## src/rtl/muldiv_if.sv

```systemverilog
// Request/response bundle for the multiply/divide unit: valid/ready on the op side and on the result side.
interface muldiv_if #(parameter int XLEN = 32);
  logic            in_valid;
  logic            in_ready;
  logic [2:0]      op;
  logic [XLEN-1:0] a;
  logic [XLEN-1:0] b;
  logic            out_valid;
  logic            out_ready;
  logic [XLEN-1:0] result;

  modport master (output in_valid, op, a, b, out_ready,
                  input  in_ready, out_valid, result);
  modport slave  (input  in_valid, op, a, b, out_ready,
                  output in_ready, out_valid, result);
endinterface

```

## src/rtl/muldiv.sv

```systemverilog
// Iterative RV32M/RV64M multiply/divide: latency XLEN+2 edges (1 for div special cases), result held while out_ready=0.
// MULDIV_FAST_MUL_EN: registers a combinational multiply at acceptance so MUL* ops complete in 1 edge.
module muldiv_unit #(
  parameter int XLEN  = 32,
  parameter int CNT_W = $clog2(XLEN) + 1
) (
  input  logic   clk,
  input  logic   rst,
  input  logic   flush,
  muldiv_if.slave bus
);

  typedef enum logic [1:0] {IDLE, CALC, FIX, DONE} state_t;

  localparam logic [XLEN-1:0] MIN_NEG = {1'b1, {(XLEN-1){1'b0}}};

  state_t            state, state_nxt;
  logic [2:0]        op_q;
  logic              neg_q;
  logic [XLEN-1:0]   opnd_q;
  logic [2*XLEN-1:0] acc_q;
  logic [CNT_W-1:0]  cnt_q;
  logic [XLEN-1:0]   res_q;

  logic              accept;
  logic              sgn_a, sgn_b, neg_in;
  logic [XLEN-1:0]   mag_a, mag_b;
  logic              div_zero, div_ovf, special;
  logic [XLEN-1:0]   spec_res;
  logic              fast_hit;
  logic [XLEN-1:0]   fast_res;

  logic [XLEN:0]     mul_sum;
  logic [2*XLEN-1:0] mul_step, div_step, acc_neg;
  logic [XLEN:0]     div_shift, div_diff;
  logic [XLEN-1:0]   quo, rem, fix_res;

  assign accept = bus.in_valid & bus.in_ready;

  // Operand conditioning at acceptance: magnitudes plus a single result-sign flag.
  always_comb begin
    sgn_a    = bus.a[XLEN-1] & (bus.op == 3'b001 || bus.op == 3'b010 ||
                                bus.op == 3'b100 || bus.op == 3'b110);
    sgn_b    = bus.b[XLEN-1] & (bus.op == 3'b001 || bus.op == 3'b100 || bus.op == 3'b110);
    mag_a    = sgn_a ? (XLEN'(0) - bus.a) : bus.a;
    mag_b    = sgn_b ? (XLEN'(0) - bus.b) : bus.b;
    neg_in   = (bus.op == 3'b110) ? sgn_a : (sgn_a ^ sgn_b);
    div_zero = bus.op[2] & (bus.b == '0);
    div_ovf  = bus.op[2] & ~bus.op[0] & (bus.a == MIN_NEG) & (bus.b == '1);
    special  = div_zero | div_ovf;
    spec_res = div_zero ? (bus.op[1] ? bus.a : '1) : (bus.op[1] ? '0 : bus.a);
  end

`ifdef MULDIV_FAST_MUL_EN
  logic [2*XLEN-1:0] fast_a, fast_b, fast_prod;
  always_comb begin
    fast_a    = {{XLEN{bus.a[XLEN-1] & (bus.op == 3'b001 || bus.op == 3'b010)}}, bus.a};
    fast_b    = {{XLEN{bus.b[XLEN-1] & (bus.op == 3'b001)}}, bus.b};
    fast_prod = fast_a * fast_b;
    fast_hit  = ~bus.op[2];
    fast_res  = (bus.op == 3'b000) ? fast_prod[XLEN-1:0] : fast_prod[2*XLEN-1:XLEN];
  end
`else
  assign fast_hit = 1'b0;
  assign fast_res = '0;
`endif

  // One iteration step for each datapath; the same 2*XLEN register holds product or {rem, quo}.
  always_comb begin
    mul_sum   = {1'b0, acc_q[2*XLEN-1:XLEN]} + (acc_q[0] ? {1'b0, opnd_q} : '0);
    mul_step  = {mul_sum, acc_q[XLEN-1:1]};
    div_shift = acc_q[2*XLEN-1:XLEN-1];
    div_diff  = div_shift - {1'b0, opnd_q};
    div_step  = {div_diff[XLEN] ? div_shift[XLEN-1:0] : div_diff[XLEN-1:0],
                 acc_q[XLEN-2:0], ~div_diff[XLEN]};
    acc_neg   = neg_q ? (2*XLEN)'(0) - acc_q : acc_q;
    quo       = neg_q ? XLEN'(0) - acc_q[XLEN-1:0] : acc_q[XLEN-1:0];
    rem       = neg_q ? XLEN'(0) - acc_q[2*XLEN-1:XLEN] : acc_q[2*XLEN-1:XLEN];
    if (op_q[2])
      fix_res = op_q[1] ? rem : quo;
    else
      fix_res = (op_q[1:0] == 2'b00) ? acc_neg[XLEN-1:0] : acc_neg[2*XLEN-1:XLEN];
  end

  always_ff @(posedge clk or posedge rst) begin
    if (rst) state <= IDLE;
    else     state <= state_nxt;
  end

  always_comb begin
    state_nxt     = state;
    bus.in_ready  = (state == IDLE);
    bus.out_valid = (state == DONE);
    bus.result    = (state == DONE) ? res_q : '0;
    case (state)
      IDLE: if (accept) state_nxt = (special | fast_hit) ? DONE : CALC;
      CALC: if (cnt_q == '0) state_nxt = FIX;
      FIX:  state_nxt = DONE;
      DONE: if (bus.out_ready) state_nxt = IDLE;
      default: state_nxt = IDLE;
    endcase
    if (flush) state_nxt = IDLE;
  end

  // Datapath registers follow the state only; flush merely abandons whatever they hold.
  always_ff @(posedge clk or posedge rst) begin
    if (rst) begin
      op_q   <= '0;
      neg_q  <= 1'b0;
      opnd_q <= '0;
      acc_q  <= '0;
      cnt_q  <= '0;
      res_q  <= '0;
    end else begin
      case (state)
        IDLE: if (accept) begin
          op_q   <= bus.op;
          neg_q  <= neg_in;
          opnd_q <= bus.op[2] ? mag_b : mag_a;
          acc_q  <= {{XLEN{1'b0}}, bus.op[2] ? mag_a : mag_b};
          cnt_q  <= CNT_W'(XLEN - 1);
          res_q  <= special ? spec_res : fast_res;
        end
        CALC: begin
          acc_q <= op_q[2] ? div_step : mul_step;
          if (cnt_q != '0) cnt_q <= cnt_q - CNT_W'(1);
        end
        FIX:  res_q <= fix_res;
        default: ;
      endcase
    end
  end

endmodule

```

## src/flat_wrapper.sv

```systemverilog
// flat-port wrapper written by rule: the top's interface ports become plain ports
module muldiv_unit_flat 
#(
  parameter int XLEN  = 32,
  parameter int CNT_W = $clog2(XLEN) + 1
)
  (clk, rst, flush, bus_in_valid, bus_op, bus_a, bus_b, bus_out_ready, bus_in_ready, bus_out_valid, bus_result);
  muldiv_if #(.XLEN(XLEN)) bus_i ();
  input  logic clk;
  input  logic rst;
  input  logic flush;
  input wire logic [$bits(bus_i.in_valid)-1:0] bus_in_valid;
  input wire logic [$bits(bus_i.op)-1:0] bus_op;
  input wire logic [$bits(bus_i.a)-1:0] bus_a;
  input wire logic [$bits(bus_i.b)-1:0] bus_b;
  input wire logic [$bits(bus_i.out_ready)-1:0] bus_out_ready;
  output wire logic [$bits(bus_i.in_ready)-1:0] bus_in_ready;
  output wire logic [$bits(bus_i.out_valid)-1:0] bus_out_valid;
  output wire logic [$bits(bus_i.result)-1:0] bus_result;
  assign bus_i.in_valid = bus_in_valid;
  assign bus_i.op = bus_op;
  assign bus_i.a = bus_a;
  assign bus_i.b = bus_b;
  assign bus_i.out_ready = bus_out_ready;
  assign bus_in_ready = bus_i.in_ready;
  assign bus_out_valid = bus_i.out_valid;
  assign bus_result = bus_i.result;
  muldiv_unit #(.XLEN(XLEN), .CNT_W(CNT_W)) u_core (.clk(clk), .rst(rst), .flush(flush), .bus(bus_i));
endmodule
```

## config.mk

```make
export PLATFORM = sky130hd
export DESIGN_NAME = muldiv_unit_flat
export DESIGN_NICKNAME = d
export VERILOG_FILES = /design/src/rtl/muldiv_if.sv /design/src/rtl/muldiv.sv /design/src/flat_wrapper.sv
export SDC_FILE = /design/constraint.sdc
export NUM_CORES = 1
export LEC_CHECK = 0
export BUFFER_PORTS_ARGS = -buffer_cell sky130_fd_sc_hd__buf_2
export CORE_AREA = 5 5 155 231
export CTS_CLUSTER_DIAMETER = 150
export DETAILED_ROUTE_END_ITERATION = 12
export DIE_AREA = 0 0 160 236
export PLACE_DENSITY_LB_ADDON = 0.25
export RECOVER_POWER = 100
export SLEW_MARGIN = 20
export SYNTH_ARGS = -nofsm -noshare
export SYNTH_HDL_FRONTEND = slang
export SYNTH_SLANG_ARGS = --single-unit
```

## constraint.sdc

```tcl
create_clock -name clk -period 5.5 [get_ports clk]
set_input_delay 0.55 -clock clk [delete_from_list [all_inputs] [get_ports clk]]
set_output_delay 0.55 -clock clk [all_outputs]
set_load 0.01 [all_outputs]
```

==> summary.txt <==
Status
  – Status: complete, but fails checks
  – Failing checks: capacitance limit, slew limit

Global routing
  – GRT Overall Usage: roughly 30%
  – Largest net degree at the start of global routing: 100
  – Vias in the first global route: roughly 15000
  – First-pass GRT wire length: 88500 um
  – Initial antenna violation count: 0
  – GRT overflow: 0

Worst setup path
  – CP Class: flop to flop
  – Crit path capture type: flop
  – Critical path launch point type: flop
  – Critical path peak fanout: 73
  – Worst path required time: between 5000 and 6000 ps
  – WP data arrival: 4980 ps

Synth
  – Synth area leader: dfrtp_1
  – Mapped cell area: 0.0155 sq mm
  – Most common cell in the synthesized netlist: nor2_1
  – Most common library cells after synthesis: nor2_1, a21oi_1, o21ai_0
  – Syn Area/Cell: 7.44 sq um
  – Fraction of registers with async set/reset: 100%
  – Synth unique cells: 80
  – Dominant synthesized flop cell: dfrtp_1
  – Post-synth EDFFs: 0
  – Most area-consuming cells after synthesis: dfrtp_1, a21oi_1, xnor2_1, ha_1, o21ai_0
  – Ys Warns: 0
  – Yosys reg bits: 140
  – Cell count after synthesis: about 2100
  – Post-synth net total: 2226
  – Sequential-to-total area share from yosys stat: 22.7%
  – Synth top area share: 22.7%

Cells and area
  – Core Util, Final: approximately half
  – Layout area overhead: 7.68%
  – Post-route cell area: 0.0166 sq mm
  – Filler cells: ~3300
  – Final cell count without fillers: 2519
  – Nets: roughly 2200
  – Antenna fix cells: 0
  – Share of layout cells above drive strength 1: under 10%

Drt
  – TritonRoute pass-1 iters: 8
  – Initial DRC count: 1405
  – Post-route ant nets: 0
  – DRC Markers: 0
  – Post-DR vias/cell: 6.35
  – Final wirelength: 58500 um
  – Routed vias: 16000
  – DR WL/cell: between 20 and 25 um

Timing
  – Slack of the critical path: 916 ps
  – Final Hold Fails: 0
  – Max-slew violation count: 237
  – Min cycle time layout: roughly 4600 ps
  – Final clock skew: 12.3 ps
  – TNS Setup: 0 ps
  – Max Freq: 0.218 GHz
  – Unrepaired setup endpoints after global routing: no
  – Max-slew headroom: -159%
  – Least-Margin Pin Slew: between 3000 and 4000 ps
  – Final-report setup violation count: 0
  – Tcrit/Tclk final: between 80 and 90%

Clock tree
  – Setup Fix Bufs, Post-CTS: 0
  – Clock H-tree levels: 4
  – CTS tree: built
  – Root buf cell: clkbuf_16
  – CTS Buffer Depth: 2
  – Cells resized by post-CTS repair: 0
  – CTS sink cnt: 140
  – Clock Latency Late Sink: 470 ps
  – Cts bufs inserted: 17
  – Clock-pin transition on the worst setup and hold timing paths: 60 ps
  – Hold-fix buffers, CTS: 0

Power and ir drop
  – Leak pwr: 6.99 nW
  – Pwr/cell area: 636 mW/mm^2
  – Max IR drop VDD: ~0.36 mV

Floorplan
  – Core ar.: around 0.033 sq mm
  – Die Span Y: 236 um
  – Top Ports: approximately 110
  – Num rows: 82
  – DIE WIDTH: 160 um
  – Initial Util: 46.4%
  – Die footprint: 0.0378 sq mm

Place
  – Placed Cells: 2488
  – Hpwl dp: 45600 um
  – IO buf count: 105
  – Pre-CTS setup slack: 1140 ps
  – Area after DPL: 0.0162 sq mm
  – Gpl congestion: 1.04

Job
  – Total of max-cap violations: 5

Hold path
  – Hold Crit Class: input pin to flop
[kinds of logic after synthesis]
family          after synthesis  share of synthesized area (%)
compound gates              693                           28.3
simple gates                692                           21.7
buf+inv                     216                           5.50
xor+xnor                    188                           10.7
flops                       140                           22.7
fa+ha+maj                    77                           6.33
mux                          71                           4.90
[cells in the final DEF, fill, tap and decap left out, drive strengths merged, types with 10 or more instances in the layout]
master  synthesis  routed
buf            24      96
nand3          39      39
nand2         174     174
a22oi          24      24
clkbuf        114      52
nor2          218     218
o211ai         15      15
xnor2         108     108
dfrtp         140     140
or2            15      15
or3            16      16
a21oi         216     216
o21a           21      21
o21ai         180     180
inv            76      78
nor4           19      19
nor3           57      57
and3           10      10
nand4          29      29
o22ai          13      13
o31ai          38      38
or4            19      19
a21o           31      31
o41ai          15      15
nand2b         19      19
and2           45      45
a31oi          20      20
a221oi         12      12
o221ai         10      10
xor2           80      80
ha             75      75
mux2           28      28
mux2i          42      42
a211oi         41      41
nor2b          10      10
[area by class of cell]
class / count / area, sq um / share of cell area, %
Clock buffer: 19 / 433 / 2.60
Sequential cell: 140 / 3510 / 21.1
Clock inverter: 12 / 165 / 0.992
Timing Repair Buffer: 129 / 656 / 3.94
Multi-Input combinational cell: 1721 / 11100 / 66.5
Tap cell: 420 / 526 / 3.16
Inverter: 78 / 294 / 1.77
[path summary, 6_finish.rpt]
path	start	end	slack (ps)	depth (start not counted)
hold / removal	flush	u_core.state[1]	260	2
min in group asynchronous	rst	u_core.opnd_q[7]	1240	2
setup reg to reg	u_core.state[0]	u_core.acc_q[23]	920	9
hold reg to reg	u_core.opnd_q[2]	u_core.opnd_q[2]	480	2
setup / recovery	u_core.state[0]	u_core.acc_q[23]	920	9
max in group asynchronous	rst	u_core.op_q[2]	1400	3
[state kept, by name, indices dropped and copies added (netlist names)]
signal and flops:
u_core.acc_q 64, u_core.opnd_q 32, u_core.res_q 32, u_core.cnt_q 6, u_core.op_q 3, u_core.state 2
u_core.neg_q 1
[power by group]
part | switching [mW] | internal [mW]
Combinational | 4.48 | 2.64
Clock | 0.516 | 0.716
Sequential | 0.737 | 1.48
[stage by stage]
stage / hold slack, ps / power [mW]
2_1_floorplan: 439 / 7.14
3_3_place_gp: 465 / 9.07
3_5_place_dp: 472 / 9.17
4_1_cts: 248 / 10.4
5_1_grt: 256 / 11.3
6_report: 260 / 10.6
[metal layers]
layer / routed length [um] / vias up / track usage [%]
met3: 3260 / 191 / 4.42
li1: - / 7560 / -
met1: 21800 / 7657 / 33.8
met5: 0 / - / 0
met2: 27700 / 600 / 49.7
met4: 5680 / 0 / 25.0
[worst max-delay path, stage by stage (launching register included)]
cell	delay [ps]
dfrtp_1	410
inv_1	110
ha_1	420
nand2_2	90
buf_4	330
o21ai_0	260
clkbuf_1	1510
nand2_1	790
a211oi_1	440
a211o_1	150
Power figures use the tool's default switching activity.
